==> config.mk <==
export PLATFORM = sky130hd
export DESIGN_NAME = cache_refill_engine
export DESIGN_NICKNAME = d
export VERILOG_FILES = /design/src/rtl/cache_refill_engine.sv
export SDC_FILE = /design/constraint.sdc
export NUM_CORES = 1
export LEC_CHECK = 0
export CAP_MARGIN = 10
export CORE_MARGIN = 2
export CORE_UTILIZATION = 30
export CTS_CLUSTER_DIAMETER = 200
export CTS_CLUSTER_SIZE = 8
export DETAILED_ROUTE_END_ITERATION = 10
export SLEW_MARGIN = 20
export SYNTH_ARGS = -nofsm -noshare
export SYNTH_HDL_FRONTEND = slang
export SYNTH_SLANG_ARGS = --single-unit
==> constraint.sdc <==
create_clock -name clk_i -period 2.4 [get_ports clk_i]
set_input_delay 0.72 -clock clk_i [delete_from_list [all_inputs] [get_ports clk_i]]
set_output_delay 0.72 -clock clk_i [all_outputs]
set_load 0.01 [all_outputs]
==> src/rtl/cache_refill_engine.sv <==
// Line refill engine between the cache data array and memory: optional dirty-victim
// writeback (enabled by CACHE_WRITEBACK_EN), beat-wise line fetch, single full-line commit.
module cache_refill_engine #(
    parameter int  INDEX      = 7,
    parameter int  INDEX_WAY  = 2,
    parameter int  LINE_WIDTH = 128,
    parameter int  MEM_WIDTH  = 32,
    parameter int  ADDR_WIDTH = 32,
    localparam int OFFSET     = $clog2(LINE_WIDTH / 8),
    localparam int TAG        = ADDR_WIDTH - INDEX - OFFSET
) (
    input  logic                  clk_i,
    input  logic                  rst_i,
    input  logic                  req_valid_i,
    output logic                  req_ready_o,
    input  logic                  req_dirty_i,
    input  logic [INDEX-1:0]      req_index_i,
    input  logic [INDEX_WAY-1:0]  req_way_i,
    input  logic [TAG-1:0]        req_tag_i,
    input  logic [TAG-1:0]        req_victim_tag_i,
    output logic                  done_o,
    output logic                  data_we_o,
    output logic [INDEX-1:0]      data_index_o,
    output logic [INDEX_WAY-1:0]  data_way_o,
    output logic [LINE_WIDTH-1:0] data_wdata_o,
    input  logic [LINE_WIDTH-1:0] data_rdata_i,
    output logic                  mem_req_valid_o,
    input  logic                  mem_req_ready_i,
    output logic                  mem_we_o,
    output logic [ADDR_WIDTH-1:0] mem_addr_o,
    output logic [MEM_WIDTH-1:0]  mem_wdata_o,
    input  logic                  mem_rvalid_i,
    input  logic [MEM_WIDTH-1:0]  mem_rdata_i
);

    localparam int BEATS   = LINE_WIDTH / MEM_WIDTH;
    localparam int BEAT_W  = $clog2(BEATS);
    localparam int BYTE_SH = $clog2(MEM_WIDTH / 8);

    typedef enum logic [2:0] {
        S_IDLE      = 3'd0,
        S_CAPTURE   = 3'd1,
        S_WB_REQ    = 3'd2,
        S_FILL_REQ  = 3'd3,
        S_FILL_WAIT = 3'd4,
        S_COMMIT    = 3'd5
    } state_t;

    state_t                r_state;
    logic [BEAT_W-1:0]     r_beat;
    logic [TAG-1:0]        r_tag;
    logic                  r_req_ready;
    logic                  r_done;
    logic                  r_data_we;
    logic [INDEX-1:0]      r_data_index;
    logic [INDEX_WAY-1:0]  r_data_way;
    logic [LINE_WIDTH-1:0] r_fill;
    logic                  r_mem_req_valid;
    logic [ADDR_WIDTH-1:0] r_mem_addr;

    logic [BEAT_W-1:0]     w_beat_next;
    logic                  w_last_beat;
    logic                  w_mem_accept;
    logic [LINE_WIDTH-1:0] w_fill_merged;

`ifdef CACHE_WRITEBACK_EN
    logic [TAG-1:0]        r_victim_tag;
    logic [LINE_WIDTH-1:0] r_wb_buf;
    logic                  r_mem_we;
    logic [MEM_WIDTH-1:0]  r_mem_wdata;
    logic [MEM_WIDTH-1:0]  w_wb_word_next;
`else
    logic                  w_unused;
    assign w_unused = ^{req_dirty_i, req_victim_tag_i, data_rdata_i};
`endif

    // Beat byte address: line-aligned {tag, index} plus the beat's byte offset.
    function automatic logic [ADDR_WIDTH-1:0] beat_addr(
        input logic [TAG-1:0]    tag,
        input logic [INDEX-1:0]  idx,
        input logic [BEAT_W-1:0] beat
    );
        logic [OFFSET-1:0] off;
        off = OFFSET'(beat) << BYTE_SH;
        return {tag, idx, off};
    endfunction

    assign w_beat_next  = r_beat + BEAT_W'(1);
    assign w_last_beat  = (r_beat == BEAT_W'(BEATS - 1));
    assign w_mem_accept = r_mem_req_valid & mem_req_ready_i;

    // Fill buffer with the returning beat merged into its slot.
    always_comb begin
        w_fill_merged = r_fill;
        w_fill_merged[int'(r_beat) * MEM_WIDTH +: MEM_WIDTH] = mem_rdata_i;
    end

`ifdef CACHE_WRITEBACK_EN
    // Writeback word for the beat following the one being accepted.
    always_comb begin
        w_wb_word_next = r_wb_buf[int'(w_beat_next) * MEM_WIDTH +: MEM_WIDTH];
    end
`endif

    // Refill FSM; every output is a register loaded on entry to the state that owns it.
    always_ff @(posedge clk_i) begin
        if (rst_i) begin
            r_state         <= S_IDLE;
            r_beat          <= '0;
            r_tag           <= '0;
            r_req_ready     <= 1'b1;
            r_done          <= 1'b0;
            r_data_we       <= 1'b0;
            r_data_index    <= '0;
            r_data_way      <= '0;
            r_fill          <= '0;
            r_mem_req_valid <= 1'b0;
            r_mem_addr      <= '0;
`ifdef CACHE_WRITEBACK_EN
            r_victim_tag    <= '0;
            r_wb_buf        <= '0;
            r_mem_we        <= 1'b0;
            r_mem_wdata     <= '0;
`endif
        end else begin
            case (r_state)
                S_IDLE: begin
                    if (req_valid_i && r_req_ready) begin
                        r_req_ready  <= 1'b0;
                        r_beat       <= '0;
                        r_tag        <= req_tag_i;
                        r_data_index <= req_index_i;
                        r_data_way   <= req_way_i;
`ifdef CACHE_WRITEBACK_EN
                        r_victim_tag <= req_victim_tag_i;
                        if (req_dirty_i) begin
                            r_state <= S_CAPTURE;
                        end else begin
                            r_state         <= S_FILL_REQ;
                            r_mem_req_valid <= 1'b1;
                            r_mem_we        <= 1'b0;
                            r_mem_addr      <= beat_addr(req_tag_i, req_index_i, BEAT_W'(0));
                        end
`else
                        r_state         <= S_FILL_REQ;
                        r_mem_req_valid <= 1'b1;
                        r_mem_addr      <= beat_addr(req_tag_i, req_index_i, BEAT_W'(0));
`endif
                    end
                end
`ifdef CACHE_WRITEBACK_EN
                S_CAPTURE: begin
                    r_wb_buf        <= data_rdata_i;
                    r_mem_wdata     <= data_rdata_i[MEM_WIDTH-1:0];
                    r_mem_req_valid <= 1'b1;
                    r_mem_we        <= 1'b1;
                    r_mem_addr      <= beat_addr(r_victim_tag, r_data_index, BEAT_W'(0));
                    r_state         <= S_WB_REQ;
                end
                S_WB_REQ: begin
                    if (w_mem_accept) begin
                        if (w_last_beat) begin
                            r_beat     <= '0;
                            r_mem_we   <= 1'b0;
                            r_mem_addr <= beat_addr(r_tag, r_data_index, BEAT_W'(0));
                            r_state    <= S_FILL_REQ;
                        end else begin
                            r_beat      <= w_beat_next;
                            r_mem_wdata <= w_wb_word_next;
                            r_mem_addr  <= beat_addr(r_victim_tag, r_data_index, w_beat_next);
                        end
                    end
                end
`endif
                S_FILL_REQ: begin
                    if (w_mem_accept) begin
                        r_mem_req_valid <= 1'b0;
                        r_state         <= S_FILL_WAIT;
                    end
                end
                S_FILL_WAIT: begin
                    if (mem_rvalid_i) begin
                        r_fill <= w_fill_merged;
                        if (w_last_beat) begin
                            r_beat    <= '0;
                            r_data_we <= 1'b1;
                            r_done    <= 1'b1;
                            r_state   <= S_COMMIT;
                        end else begin
                            r_beat          <= w_beat_next;
                            r_mem_req_valid <= 1'b1;
                            r_mem_addr      <= beat_addr(r_tag, r_data_index, w_beat_next);
                            r_state         <= S_FILL_REQ;
                        end
                    end
                end
                S_COMMIT: begin
                    r_data_we   <= 1'b0;
                    r_done      <= 1'b0;
                    r_req_ready <= 1'b1;
                    r_state     <= S_IDLE;
                end
                default: begin
                    r_state         <= S_IDLE;
                    r_beat          <= '0;
                    r_req_ready     <= 1'b1;
                    r_done          <= 1'b0;
                    r_data_we       <= 1'b0;
                    r_mem_req_valid <= 1'b0;
                end
            endcase
        end
    end

    assign req_ready_o     = r_req_ready;
    assign done_o          = r_done;
    assign data_we_o       = r_data_we;
    assign data_index_o    = r_data_index;
    assign data_way_o      = r_data_way;
    assign data_wdata_o    = r_fill;
    assign mem_req_valid_o = r_mem_req_valid;
    assign mem_addr_o      = r_mem_addr;
`ifdef CACHE_WRITEBACK_EN
    assign mem_we_o        = r_mem_we;
    assign mem_wdata_o     = r_mem_wdata;
`else
    assign mem_we_o        = 1'b0;
    assign mem_wdata_o     = MEM_WIDTH'(0);
`endif

endmodule

==> qor.csv <==
stage;metric;value;unit
yosys;number of synthesized flops with an enable pin;0;
power;P per Cell Area;854;mW/mm2
floorplanning;Chip Width;168;um
setup_path;crit path max fanout;5;
power;internal power;0.00634;W
layout;layout net count;1401;
layout;multi-input logic area;0.00358;mm2
setup_path;Worst Path Required;1.68;ns
layout;antenna fix cells;0;
yosys;largest family of logic cells by synthesized area;simple AND/OR/NAND/NOR gates;
drt;vias per inst;4.92;
clock_network;CTS sink cnt;196;
clock_network;post-CTS sizing;0;
layout;Layout Utilization;42.6;%
clock_network;Num CTS Buffers;17;
clock_network;hold bufs inserted after CTS;0;
floorplanning;Rows;60;
global_route;GRT Overall Usage;18.0;%
floorplanning;num ports;423;
power;combinational fraction of design power;31.2;%
clock_network;worst skew pair latency;0.44;ns
placement;IO Port Bufs;237;
yosys;Synth top cells by count;nand2_1 (251), dfxtp_1 (196), a21oi_1 (164);
yosys;area share of the largest cell type after synthesis;48.5;%
yosys;Mapped Avg Cell Area;8.28;um2
sta;Final Hold Vio Count;0;
layout;area delta synth->final;40.8;%
yosys;flops & latches, synth;196;
power;sw frac;34.8;%
yosys;Synth Flop Type;dfxtp_1;
drt;final antenna-violating net count;0;
placement;Detailed Place HPWL;17500;um
global_route;initial antenna violation count;0;
yosys;Yosys warning count;0;
floorplanning;Vert. Die Dim;168;um
power;Reg power frac;39.9;%
sta;FMAX;465;MHz
yosys;XOR/XNOR Fraction of Synth Area;0;%
flow_run;MaxCap Viol Count;0;
global_route;grt ovf;0;
drt;DR vias;7545;
clock_network;Post-CTS Setup Repair Bufs;0;
setup_path;Critical Path Source Type;flop;
power;Tot Pwr;0.00972;W
drt;WL final;26000;um
placement;final RePlAce weighted congestion;0.765;
sta;Slew Limit Fails;0;
sta;Final Setup Violations;0;
yosys;Synth Area in Adders;0.774;%
yosys;Synth cell types;40;
layout;Storage cell area;0.00392;mm2
setup_path;Setup CP Type;reg2out;
clock_network;CTS tree;done;
sta;Slew HR;55.2;%
floorplanning;Die ar.;0.0283;mm2
drt;DRC;0;
sta;RSZ-0062 raised after global routing;false;
clock_network;root buffer cell;clkbuf_16;
global_route;vias in the first global route;6983;
yosys;Simple-Gate Fraction of Synth Area;24.7;%
power;NetSw;0.00338;W
setup_path;slowest stage delay, CP;0.59;ns
run_status;status;finished clean;
sta;Setup TNS Final;0;ns
yosys;mux contribution to synthesized area;0;%
global_route;largest net degree at the start of global routing;69;
setup_path;cells along the critical path;clkdlybuf4s50_1;
sta;final cycle utilization of the critical path;89.6;%
sta;clk_skew;0.0149;ns
clock_network;CTS clk-pin slew, worst paths;0.07;ns
yosys;register area share after synthesis;48.5;%
global_route;first-pass GRT wire length;40400;um
layout;proportion of layout cells with a drive suffix above 1;9.65;%
drt;TritonRoute pass-1 iters;5;
yosys;Syn Std Cell Area;0.00809;mm2
drt;Wirelength per Cell;16.9;um
yosys;largest cells by area after synthesis;dfxtp_1 (49%), nand2_1 (12%), a21oi_1 (10%), a311oi_2 (5.2%), nand4_1 (4.9%);
setup_path;crit end category;output port;
power;leakage;3.84;nW
yosys;Async SR Flop Fraction;0;%
sta;minimum clock period;2.15;ns
clock_network;Longest Clk Path Bufs;2;
yosys;Post-Synthesis Cells;977;
setup_path;WP buf/inv;1;
setup_path;CP max stage cell;clkdlybuf4s50_1;
power;Max IR drop VDD;0.541;mV
yosys;most common cell in the netlist;nand2_1;
setup_path;CP top delay family;buffers and inverters;
floorplanning;core box area;0.0267;mm2
clock_network;htree depth;4;
hold_path;Hold/Removal Path Class;reg2reg;
power;clock share of power;28.9;%
setup_path;worst endpoint data arrival time;1.43;ns
layout;FILL cells;2665;
drt;Iteration-0 DRC Markers;584;
yosys;Synth area leader;dfxtp_1;
sta;Worst-Margin Slew;0.655;ns
yosys;complex-gate fraction of the synthesized area;16.8;%
floorplanning;initial core utilization;30.3;%
## stage by stage
stage | instance area [um2] | hold WS (ns) | instances | setup WS (ns)
2_1_floorplan | 8210 | 0.437 | 1011 | 0.544
3_5_place_dp | 10800 | 0.444 | 1501 | -0.0867
6_report | 11400 | 0.450 | 1533 | 0.250
4_1_cts | 11400 | 0.454 | 1533 | 0.232
5_1_grt | 11400 | 0.464 | 1533 | 0.102
3_3_place_gp | 10800 | 0.438 | 1501 | -0.0788
## final cells by class
cell class	instances	share of cell area, %
Clock buffer	17	3.74
Clock inverter	15	1.26
Tap cell	341	3.75
Sequential cell	196	34.5
Multi-Input combinational cell	683	31.5
Timing Repair Buffer	276	25.2
Inverter	5	0.165
## state kept, by name, summed over array words and instances, names as in the netlist
| register | flops |
|---|---|
| mem_req_valid_o | 1 |
| mem_addr_o | 30 |
| r_beat | 2 |
| data_way_o | 2 |
| data_index_o | 7 |
| r_state | 3 |
| req_ready_o | 1 |
| data_we_o | 1 |
| r_tag | 21 |
| data_wdata_o | 128 |
## logic make-up (layout without fill, tap and decap cells)
kind of cell / Yosys count / after routing
adders and majority gates: 5 / 5
AOI/OAI and AO/OA: 206 / 206
other: 1 / 35
buffers and inverters: 132 / 313
DFF: 196 / 196
and+or+nand+nor: 437 / 437
## cells in the final DEF (no fill, tap or decap), drive strengths merged
cell type / Yosys / final
a2111oi: 1 / 1
a211o: 1 / 1
a211oi: 3 / 3
a21oi: 164 / 164
a311o: 1 / 1
a311oi: 28 / 28
a31oi: 1 / 1
a32oi: 1 / 1
and2: 2 / 2
and3: 2 / 2
and3b: 1 / 1
and4bb: 1 / 1
buf: 82 / 40
clkbuf: 45 / 17
clkdlybuf4s50: 0 / 236
clkinv: 0 / 5
clkinvlp: 0 / 2
conb: 1 / 35
dfxtp: 196 / 196
ha: 5 / 5
inv: 5 / 13
nand2: 251 / 251
nand2b: 2 / 2
nand3: 61 / 61
nand3b: 3 / 3
nand4: 63 / 63
nand4b: 4 / 4
nor2: 34 / 34
nor2b: 1 / 1
nor3: 6 / 6
nor3b: 2 / 2
nor4: 1 / 1
o21ai: 3 / 3
o21ba: 1 / 1
o22ai: 1 / 1
o41ai: 1 / 1
or2: 3 / 3
## path summary, 6_finish.rpt
| kind | to | slack, ns | startpoint | cells after the start |
|---|---|---|---|---|
| setup / recovery | req_ready_o | 0.25 | req_ready_o | 1 |
| hold / removal | data_wdata_o[18] | 0.45 | data_wdata_o[18] | 2 |
| setup reg to reg | data_wdata_o[89] | 0.28 | r_beat[0] | 7 |
| hold reg to reg | data_wdata_o[18] | 0.45 | data_wdata_o[18] | 2 |
## per-layer routing
layer | GRT usage (%) | up-vias | wire (um)
li1 | - | 3706 | -
met1 | 23.9 | 3530 | 11800
met2 | 28.3 | 284 | 11700
met3 | 5.48 | 25 | 2000
met4 | 5.51 | 0 | 436
met5 | 0 | - | 0
## power by group through the flow
stage          registers [W]  clock network (W)  logic (W)
5_1_grt              0.00394            0.00302    0.00331
2_1_floorplan        0.00400                  0    0.00187
6_report             0.00388            0.00281    0.00303
4_1_cts              0.00388            0.00289    0.00307
3_5_place_dp         0.00395                  0    0.00306
3_3_place_gp         0.00394                  0    0.00304
Note: power is estimated with default switching activity, not from simulation.
